<file path="src/rtl/ahbmtx_l1_input_stage.sv">
// Per-master input stage of the L1 AHB matrix. When the addressed output stage
// cannot take a transfer, this stage holds it and stalls the master. It also
// routes the owning output stage's data-phase response back to the master.
module ahbmtx_l1_input_stage #(
  parameter int ADDR_W = 32,
  parameter int PROT_W = 4
) (
  input  logic              HCLK,
  input  logic              HRESETn,
  input  logic              HSELS,
  input  logic [ADDR_W-1:0] HADDRS,
  input  logic [1:0]        HTRANSS,
  input  logic              HWRITES,
  input  logic [2:0]        HSIZES,
  input  logic [2:0]        HBURSTS,
  input  logic [PROT_W-1:0] HPROTS,
  input  logic              HMASTLOCKS,
  input  logic              HREADYS,
  output logic              HREADYOUTS,
  output logic [1:0]        HRESPS,
  output logic              REQ,
  output logic              SEL_O,
  output logic [ADDR_W-1:0] ADDR_O,
  output logic [1:0]        TRANS_O,
  output logic              WRITE_O,
  output logic [2:0]        SIZE_O,
  output logic [2:0]        BURST_O,
  output logic [PROT_W-1:0] PROT_O,
  output logic              MASTLOCK_O,
  output logic              HELD,
  input  logic              ACCEPT,
  input  logic              READYIN,
  input  logic [1:0]        RESPIN
);

  typedef struct packed {
    logic [ADDR_W-1:0] addr;
    logic [1:0]        trans;
    logic              write;
    logic [2:0]        size;
    logic [2:0]        burst;
    logic [PROT_W-1:0] prot;
    logic              mastlock;
  } ctrl_t;

  logic  trans_valid;
  logic  pend_q, pend_d;
  logic  dact_q, dact_d;
  ctrl_t hold_q, hold_d;
  ctrl_t live_ctrl;
  ctrl_t pres_ctrl;

  assign live_ctrl = '{addr: HADDRS, trans: HTRANSS, write: HWRITES, size: HSIZES,
                       burst: HBURSTS, prot: HPROTS, mastlock: HMASTLOCKS};

  // Only NONSEQ/SEQ are transfers; IDLE and BUSY pass straight through.
  assign trans_valid = HSELS & HREADYS & HTRANSS[1];

  always_comb begin
    // NOTE: every always_comb output takes a default first, so no path leaves it unassigned and no latch is inferred.
    hold_d = hold_q;
    pend_d = pend_q ? ~ACCEPT : (trans_valid & ~ACCEPT);
    dact_d = ACCEPT ? 1'b1 : ((dact_q & READYIN) ? 1'b0 : dact_q);
    if (trans_valid & ~ACCEPT & ~pend_q) hold_d = live_ctrl;
  end

  // NOTE: the hold registers are reset as well, so a discarded transfer never leaves stale controls behind.
  always_ff @(posedge HCLK or negedge HRESETn) begin
    if (!HRESETn) begin
      pend_q <= 1'b0;
      dact_q <= 1'b0;
      hold_q <= '0;
    end else begin
      // NOTE: state updates use non-blocking assignments so all flops sample pre-edge values together.
      pend_q <= pend_d;
      dact_q <= dact_d;
      hold_q <= hold_d;
    end
  end

  assign pres_ctrl  = pend_q ? hold_q : live_ctrl;
  assign REQ        = pend_q | trans_valid;
  assign HELD       = pend_q;
  assign SEL_O      = pend_q | HSELS;
  assign ADDR_O     = pres_ctrl.addr;
  assign TRANS_O    = pres_ctrl.trans;
  assign WRITE_O    = pres_ctrl.write;
  assign SIZE_O     = pres_ctrl.size;
  assign BURST_O    = pres_ctrl.burst;
  assign PROT_O     = pres_ctrl.prot;
  assign MASTLOCK_O = pres_ctrl.mastlock;

  // Master-side response is combinational: a held transfer stalls, an owned data phase forwards.
  assign HREADYOUTS = pend_q ? 1'b0 : (dact_q ? READYIN : 1'b1);
  assign HRESPS     = (dact_q & ~pend_q) ? RESPIN : 2'b00;

endmodule
</file>
<file path="config.mk">
export PLATFORM = sky130hd
export DESIGN_NAME = ahbmtx_l1_input_stage
export DESIGN_NICKNAME = d
export VERILOG_FILES = /design/src/rtl/ahbmtx_l1_input_stage.sv
export SDC_FILE = /design/constraint.sdc
export NUM_CORES = 1
export LEC_CHECK = 0
export CAP_MARGIN = 20
export CORE_UTILIZATION = 39
export CTS_BUF_LIST = sky130_fd_sc_hd__clkbuf_4
export DETAILED_ROUTE_END_ITERATION = 8
export GPL_ROUTABILITY_DRIVEN = 0
export GPL_TIMING_DRIVEN = 0
export PLACE_DENSITY = 0.78
export SKIP_LAST_GASP = 1
export SYNTH_ARGS = -nofsm -noshare
export SYNTH_HDL_FRONTEND = slang
export SYNTH_SLANG_ARGS = --single-unit
</file>
<file path="constraint.sdc">
create_clock -name HCLK -period 1.5 [get_ports HCLK]
set_input_delay 0.45 -clock HCLK [delete_from_list [all_inputs] [get_ports HCLK]]
set_output_delay 0.45 -clock HCLK [all_outputs]
set_load 0.05 [all_outputs]
</file>
==> summary.txt, run 1 <==
Timing
  – Max-slew violation count: 0
  – Relative max-transition margin: 59.60%
  – Max Freq: 0.4910 GHz
  – Worst-Margin Slew: 0.6060 ns
  – Setup ws final: -0.5367 ns
  – Final hold vios: 0
  – Setup TNS: -42.41 ns
  – Worst Skew: 0.005685 ns
  – Minimum clock period: 2.037 ns
  – Final setup fails: 98
  – Final period util: 135.8%
  – Hold Slack: 0.08121 ns
  – RSZ-0062 raised after global routing: yes

Run status
  – Failing checks: setup timing
  – Status: finished, violations left

Power and ir drop
  – Max VDD drop: 590.6 uV
  – Leak Pwr: 1.976 nW
  – Comb pwr share: 41.7%
  – Power Density: 935.7 nW/um^2
  – Sw Ratio: 32.58%
  – Sw power: 0.001324 W
  – Cell Int Power: 0.002741 W
  – Total power: 0.004065 W
  – Flop pwr share: 42.9%
  – Clock power share: 15.4%

Logic synthesis
  – Avg Cell Area, Syn: 14.73 um^2
  – Synth cell types: 16
  – Ys Warns: 0
  – Yosys reg bits: 48
  – Area of the mapped netlist: 2386 um^2
  – Post-Syn Instances: 162
  – Mapped Nets: 216
  – Sequential-to-total area share from yosys stat: 50.34%

Setup path
  – Worst EP arrival: 1.59 ns
  – Worst-path fanout max: 10
  – Worst Setup Path Type: register to output port
  – Critical Path Start Type: register
  – Crit end category: output port
  – Reg2Reg Depth: 8
  – WP data required: 1.05 ns

CTS
  – CTS sink count: 48
  – Max Root-Sink Buffers: 2
  – TritonCTS clock tree: done
  – Worst-path clk slew: 0.14 ns
  – Root Buffer: clkbuf_4
  – Hold_buf cts: 0
  – Clk Latency, worst-skew pair: 0.36 ns
  – Total CTS buffers: 5
  – H-tree depth: 2

Finish
  – Sequential Area: 1202 um^2
  – Fin nets: 342
  – FILL cells: 415
  – N_diodes: 0
  – Multi-input logic area: 1416 um^2
  – Layout cells sized above 1: 63.67%
  – Layout area overhead: 82.07%

GRT
  – Largest net degree at the start of global routing: 26
  – GR Overflow Total: 0
  – Antenna violations before repair: 0
  – Vias in the first global route: 1845
  – First-pass GRT wire length: 8.466 mm
  – Global Route Usage Sum: 17.31%

Drt
  – Final WL: 5.588 mm
  – 1st-pass router iterations: 3
  – Via density: 4.901
  – Remaining antenna violation count: 0
  – Wire per inst: 15.35 um
  – Remaining DRCs: 0
  – Iteration-0 DRC Markers: 32
  – Vias: 1784

Floorplanning
  – Die H: 80.22 um
  – Die span in x: 80.22 um
  – Initial core utilization: 40.30%
  – Top-Level Pins: 106
  – Die area: 6434 um^2
  – FP Rows: 28
  – Core Box Area: 5921 um^2

Placement
  – I/O Buffers: 105
  – Detailed placer's ending HPWL: 3.745 mm

Worst hold path
  – Min-delay worst type: input port to async pin

Run
  – Max-cap violations: 0
-- Yosys cell counts --
library cell,n,share of area [%]
a31o_2,1,0.37
clkbuf_1,5,0.79
mux2_1,2,0.94
nand2b_4,1,0.58
buf_6,4,1.9
mux2_2,88,42
nand2_1,3,0.47
buf_2,1,0.21
a21o_1,1,0.31
and3b_1,2,0.73
inv_1,1,0.16
or2_2,2,0.52
a21oi_1,1,0.21
dfrtp_1,48,50
nor2b_1,1,0.26
nor3_4,1,0.68
-- path summary, 6_finish.rpt --
path                                 start          to  slack, ns
worst max-delay path                  HELD  ADDR_O[20]      -0.54
worst min-delay path               HRESETn  hold_q[15]       0.08
worst max register to register        HELD  hold_q[17]      -0.41
worst min register to register  hold_q[13]  hold_q[13]       0.48
max in group asynchronous          HRESETn        HELD       0.87
min in group HCLK               hold_q[13]  hold_q[13]       0.48
-- sequential cells by signal, indices dropped and copies added (netlist names) --
| signal | cells |
|---|---|
| hold_q | 46 |
| HELD | 1 |
| dact_q | 1 |
-- metal layers --
layer | vias up | global-route usage, % | part of all wire (%) | wire (um)
li1 | 839 | - | - | -
met1 | 882 | 20.59 | 44 | 2435
met2 | 58 | 30.51 | 50 | 2787
met4 | 0 | 4.286 | 0.91 | 51
met3 | 5 | 5.000 | 5.6 | 315
met5 | - | 0 | 0 | 0
-- critical path: stages (launching register included) --
cell	delay, ns
dfrtp_2	0.44
buf_8	0.15
clkbuf_16	0.17
mux2_4	0.31
buf_6	0.15
-- power by group through the flow --
stage | Combinational, W | Clock (W) | Sequential (W)
detailed placement | 0.00145 | 0 | 0.00176
global route | 0.00178 | 0.000705 | 0.00178
global placement | 0.00143 | 0 | 0.00174
floorplan | 0.00104 | 0 | 0.00172
finish | 0.00170 | 0.000626 | 0.00174
CTS | 0.00157 | 0.000656 | 0.00173
-- kinds of logic (layout without fill, tap and decap cells) --
logic type             count (synthesis)  after routing  synth area share (%)
buffers and inverters                 11            138                 3.041
and+or+nand+nor                       10             10                 3.251
muxes                                 90             90                 42.48
AOI/OAI and AO/OA                      3              3                0.8914
DFF                                   48             48                 50.34
-- repair_timing --
action                     in CTS  in global routing
pin swaps                       1                  1
buffers inserted                4                  8
setup endpoints to repair      98                 98
gates resized for setup       375                 48
gates cloned                    4                  0
-- cell type report --
class                      count  area share, %
tap                           75          2.160
inverter                       1        0.08641
multi-input combinational    103          32.60
buffer                         7          3.341
timing repair buffer         122          32.83
clock buffer                   7          1.210
sequential                    48          27.68
clock inverter                 1        0.08641
-- per-stage QoR --
stage / utilization (%) / instance area [um^2] / setup slack [ns] / cells
after detailed placement: 63.33 / 3750 / -0.9189 / 343
after global routing: 73.37 / 4344 / -0.5921 / 364
after global placement: 63.08 / 3735 / -1.692 / 342
final: 73.37 / 4344 / -0.5367 / 364
after CTS: 69.74 / 4129 / -0.5550 / 359
after floorplan: - / 2590 / -0.3608 / 162
-- placed cells by master (no fill, tap or decap) --
| cell | Yosys | final |
|---|---|---|
| mux2_4 | 0 | 73 |
| buf_6 | 4 | 52 |
| clkdlybuf4s50_1 | 0 | 51 |
| dfrtp_1 | 48 | 47 |
| mux2_2 | 88 | 17 |
| buf_8 | 0 | 9 |
| clkbuf_4 | 0 | 7 |
| buf_12 | 0 | 5 |
| clkbuf_16 | 0 | 4 |
| buf_16 | 0 | 4 |
| nand2_2 | 0 | 2 |
| and3b_2 | 0 | 2 |
| dlygate4sd2_1 | 0 | 2 |
| dfrtp_2 | 0 | 1 |
| nand2b_4 | 1 | 1 |
| nand2_1 | 3 | 1 |
| a31o_4 | 0 | 1 |
| or2_4 | 0 | 1 |
| inv_1 | 1 | 1 |
| a21oi_4 | 0 | 1 |
| nor2b_1 | 1 | 1 |
| nor3_4 | 1 | 1 |
| a21o_1 | 1 | 1 |
| or2_2 | 2 | 1 |
| clkinv_1 | 0 | 1 |
| buf_2 | 1 | 1 |
| buf_4 | 0 | 1 |
(Power assumes the default switching activity.)
==> run 2, diff against run 1 <==
Settings changed: SLEW_MARGIN set to 25.
==> summary.txt, run 2 (synthesized netlist as in run 1, its figures left out) <==
Floorplanning
  – Initial core utilization: 40.30%
  – FP Rows: 28
  – Die H: 80.22 um
  – Die span in x: 80.22 um
  – Die area: 6434 um^2
  – Core Box Area: 5921 um^2
  – Top-Level Pins: 106

Drt
  – Vias: 1789
  – Via density: 4.901
  – Final WL: 5.820 mm
  – Wire per inst: 15.95 um
  – 1st-pass router iterations: 4
  – Remaining DRCs: 0
  – Iteration-0 DRC Markers: 46
  – Remaining antenna violation count: 0

GRT
  – Vias in the first global route: 1848
  – Antenna violations before repair: 0
  – GR Overflow Total: 0
  – First-pass GRT wire length: 8.556 mm
  – Global Route Usage Sum: 17.52%
  – Largest net degree at the start of global routing: 49

Finish
  – Layout area overhead: 84.58%
  – Fin nets: 343
  – Commonest non-fill, non-tap cell in the layout: mux2_4
  – N_diodes: 0
  – Most frequent cells in the layout: mux2_4, clkdlybuf4s50_1, buf_6, dfrtp_1
  – Cell Count, Final, Fillers Out: 365
  – FILL cells: 402
  – Final core utilization: 74.39%
  – Register with the most flip-flops: hold_q
  – Max FFs per register: 46
  – Layout cells sized above 1: 63.79%

Power and ir drop
  – Max VDD drop: 570.7 uV
  – Power Density: 936.0 nW/um^2
  – Total power: 0.004122 W
  – Leak Pwr: 2.019 nW

Run
  – Max-cap violations: 0

Setup path
  – Worst Setup Path Type: register to output port
  – Largest stage delay, worst path: 0.44 ns
  – Critical Path Start Type: register
  – Crit end category: output port
  – Slowest cell on the critical path: dfrtp_2
  – WP data required: 1.05 ns
  – Worst-path fanout max: 10
  – Worst EP arrival: 1.60 ns
  – Crit path cell chain: buf_8 > clkbuf_16 > mux2_4 > buf_6

Timing
  – Worst Skew: 0.005797 ns
  – Worst-Margin Slew: 0.6300 ns
  – Setup ws final: -0.5460 ns
  – Max Freq: 0.4888 GHz
  – Final hold vios: 0
  – Max-slew violation count: 0
  – Final period util: 136.4%
  – Minimum clock period: 2.046 ns
  – Relative max-transition margin: 58.00%
  – Final setup fails: 98
  – Hold Slack: 0.09578 ns
  – RSZ-0062 raised after global routing: yes

CTS
  – H-tree depth: 2
  – TritonCTS clock tree: done
  – Total CTS buffers: 5
  – Hold_buf cts: 0
  – Clk Latency, worst-skew pair: 0.36 ns
  – Root Buffer: clkbuf_4
  – Worst-path clk slew: 0.14 ns
  – CTS sink count: 48
  – Max Root-Sink Buffers: 2

Worst hold path
  – Min-delay worst type: input port to async pin

Placement
  – Setup WS pre-CTS: -0.9187 ns
  – Detailed placer's ending HPWL: 3.625 mm
  – Placed Cells: 342
  – I/O Buffers: 105

Run status
  – Status: finished, violations left
  – Failing checks: setup timing
[run 2: changes by cell type in the layout (fill, tap and decap cells not counted), sizes merged]
| cell | before | now |
|---|---|---|
| clkbuf | 11 | 12 |
[run 2: routing by layer]
layer  wire length, um  GRT usage, %  vias to the layer above
met3               350         5.909                        4
met5                 0             0                        -
met2              2944         30.94                       57
li1                  -             -                      837
met1              2477         20.49                      891
met4                48         3.750                        0
[run 2: metrics by stage]
step	instance area (um^2)	setup TNS, ns
floorplan	2590	-26.84
global placement	3735	-148.76
detailed placement	3732	-76.91
CTS	4169	-35.76
global route	4404	-50.26
finish	4404	-43.85
[run 2: power by group]
part	internal, W	switching, W
clock network	0.000218	0.000408
registers	0.00159	0.000164
logic	0.000982	0.000766
[run 2: what timing repair did]
action	CTS	global route
pin swaps	1	1
gates resized for setup	375	57
buffers inserted	5	8
hold endpoints to repair	0	0
endpoints found under the setup margin	98	98
gates cloned	5	0
[run 2: path summary, 6_finish.rpt]
kind / depth (start not counted) / slack, ns / from / to
worst max-delay path: 4 / -0.55 / HELD / ADDR_O[31]
worst min-delay path: 1 / 0.1 / HRESETn / hold_q[15]
worst max register to register: 8 / -0.44 / HELD / hold_q[31]
worst min register to register: 1 / 0.49 / hold_q[13] / hold_q[13]
max in group asynchronous: 1 / 0.95 / HRESETn / HELD
min in group HCLK: 1 / 0.49 / hold_q[13] / hold_q[13]
[run 2: area by class of cell]
class / count / area, um^2 / area share (%)
Clock inverter: 1 / 3.754 / 0.08523
Sequential cell: 48 / 1202 / 27.30
Clock buffer: 7 / 52.55 / 1.193
Tap cell: 75 / 93.84 / 2.131
Timing Repair Buffer: 122 / 1430 / 32.47
Multi-Input combinational cell: 103 / 1454 / 33.01
Buffer: 8 / 163.9 / 3.722
Inverter: 1 / 3.754 / 0.08523
[run 2: critical path: cells and delay by family (launching register included)]
family | cells | cell delay (ns)
buffers and inverters | 3 | 0.49
flip-flops | 1 | 0.44
multiplexers | 1 | 0.31
==> run 3, diff against run 2 <==
Settings changed: CORE_UTILIZATION 39 to 43, PLACE_DENSITY 0.78 to 0.82.
Clock period 1.5 ns to 1.9 ns, I/O delays scaled along.
==> summary.txt, run 3 (synthesized netlist as in run 1, its figures left out) <==
Finish
  – Max FFs per register: 46
  – Final core utilization: 73.79%
  – Fin nets: 332
  – Most frequent cells in the layout: mux2_2, buf_6, clkdlybuf4s50_1, dfrtp_1, clkbuf_4
  – Layout cells sized above 1: 61.29%
  – Cell Count, Final, Fillers Out: 349
  – N_diodes: 0
  – Layout area overhead: 61.98%
  – FILL cells: 377
  – Multi-input logic area: 1136 um^2
  – Commonest non-fill, non-tap cell in the layout: mux2_2
  – Register with the most flip-flops: hold_q
  – Sequential Area: 1202 um^2

CTS
  – Worst-path clk slew: 0.13 ns
  – CTS sink count: 48
  – Total CTS buffers: 5
  – Max Root-Sink Buffers: 2
  – Hold_buf cts: 0
  – Root Buffer: clkbuf_4
  – H-tree depth: 2
  – Clk Latency, worst-skew pair: 0.35 ns
  – TritonCTS clock tree: done

Drt
  – 1st-pass router iterations: 4
  – Remaining DRCs: 0
  – Vias: 1721
  – Wire per inst: 14.84 um
  – Final WL: 5.180 mm
  – Iteration-0 DRC Markers: 89
  – Via density: 4.931
  – Remaining antenna violation count: 0

Floorplanning
  – Die span in x: 76.49 um
  – Top-Level Pins: 106
  – Die H: 76.49 um
  – Die area: 5851 um^2
  – Core Box Area: 5238 um^2
  – Initial core utilization: 45.56%
  – FP Rows: 26

Power and ir drop
  – Leak Pwr: 1.662 nW
  – Power Density: 806.8 nW/um^2
  – Max VDD drop: 535.3 uV

Run
  – Max-cap violations: 0

Timing
  – Max-slew violation count: 0
  – Worst Skew: 0.004478 ns
  – RSZ-0062 raised after global routing: yes
  – Setup ws final: -0.2514 ns
  – Relative max-transition margin: 59.73%
  – Final hold vios: 0
  – Final period util: 113.2%
  – Max Freq: 0.4648 GHz
  – Worst-Margin Slew: 0.6041 ns
  – Final setup fails: 51
  – Minimum clock period: 2.151 ns

Setup path
  – Reg2Reg Depth: 6
  – Reg2reg setup slack: 0.24 ns
  – Worst EP arrival: 1.58 ns
  – Crit end category: output port
  – Worst Setup Path Type: register to output port
  – Reg2Reg Launch Point: HELD
  – Slowest cell on the critical path: dfrtp_2
  – Crit path cell chain: buf_12 > clkbuf_16 > mux2_2 > buf_6
  – Critical Path Start Type: register
  – RR Endpoint: hold_q[43]
  – Largest stage delay, worst path: 0.42 ns
  – WP data required: 1.33 ns
  – Worst-path fanout max: 10

Placement
  – Placed Cells: 337
  – I/O Buffers: 105
  – Detailed placer's ending HPWL: 3.515 mm

Run status
  – Failing checks: setup timing
  – Status: finished, violations left

GRT
  – First-pass GRT wire length: 9.059 mm
  – Vias in the first global route: 1893
  – Antenna violations before repair: 0
  – Global Route Usage Sum: 19.28%
  – Largest net degree at the start of global routing: 49
  – GR Overflow Total: 0

Worst hold path
  – Min-delay worst type: input port to async pin
run 3: changes by cell type in the layout (fill, tap and decap cells not counted), moves of 4 or more:
cell | before | now
buf_12 | 7 | 2
buf_16 | 4 | 0
mux2_4 | 85 | 2
mux2_2 | 5 | 86
buf_8 | 7 | 3
run 3: how the worst max path moves through the flow:
stage / to / slack [ns] / start / cells after the start
2_1_floorplan: ADDR_O[0] / -0.07 / HELD / 3
3_3_place_gp: HELD / -1.35 / HRESETn / 1
3_5_place_dp: REQ / -0.76 / HTRANSS[1] / 3
4_1_cts: SIZE_O[2] / -0.27 / HELD / 4
5_1_grt: ADDR_O[19] / -0.32 / HELD / 4
6_report: SIZE_O[2] / -0.25 / HELD / 4
run 3: per-layer routing:
metal  wire length [um]  vias to the layer above  track usage (%)  part of all wire [%]
li1                   -                      813                -                     -
met1               2251                      842            23.74                    43
met2               2548                       61            33.24                    49
met3                335                        5            4.790                   6.5
met4                 44                        0            5.769                  0.85
met5                  0                        -                0                     0
run 3: per-stage QoR:
step | setup WS (ns) | hold WS [ns] | instance area (um^2) | total power (W) | setup TNS [ns]
CTS | -0.2697 | 0.2214 | 3834 | 0.003139 | -12.54
floorplan | -0.07176 | 0.2744 | 2404 | 0.002093 | -3.102
global route | -0.3234 | 0.2322 | 3865 | 0.003281 | -14.87
detailed placement | -0.7561 | 0.4621 | 3540 | 0.002448 | -55.23
global placement | -1.355 | 0.4529 | 3542 | 0.002418 | -110.96
finish | -0.2514 | 0.2119 | 3865 | 0.003118 | -11.25
run 3: worst max-delay path: cells and delay by family, from the launching register on:
kind / cells / cell delay [ns]
muxes: 1 / 0.35
DFF: 1 / 0.42
buffers and inverters: 3 / 0.47
run 3: power breakdown:
group | leakage, nW | switching [W] | internal (W)
Sequential | 0.573 | 0.000108 | 0.00125
Combinational | 1.04 | 0.000573 | 0.000580
Clock | 0.0456 | 0.000316 | 0.000291
Total | 1.66 | 0.000997 | 0.00212
run 3: repair_timing:
item / CTS / global route
pin swaps: 2 / 0
endpoints found under the setup margin: 91 / 52
cloned: 0 / 1
endpoints found under the hold margin: 0 / 0
setup buffers: 2 / 1
gates resized for setup: 383 / 3
run 3: area by class of cell:
class,count,area share (%)
Buffer,10,4.921
Clock buffer,6,1.165
Clock inverter,2,0.9064
Inverter,1,0.09712
Multi-Input combinational cell,103,29.39
Sequential cell,48,31.11
Tap cell,70,2.266
Timing Repair Buffer,109,30.14
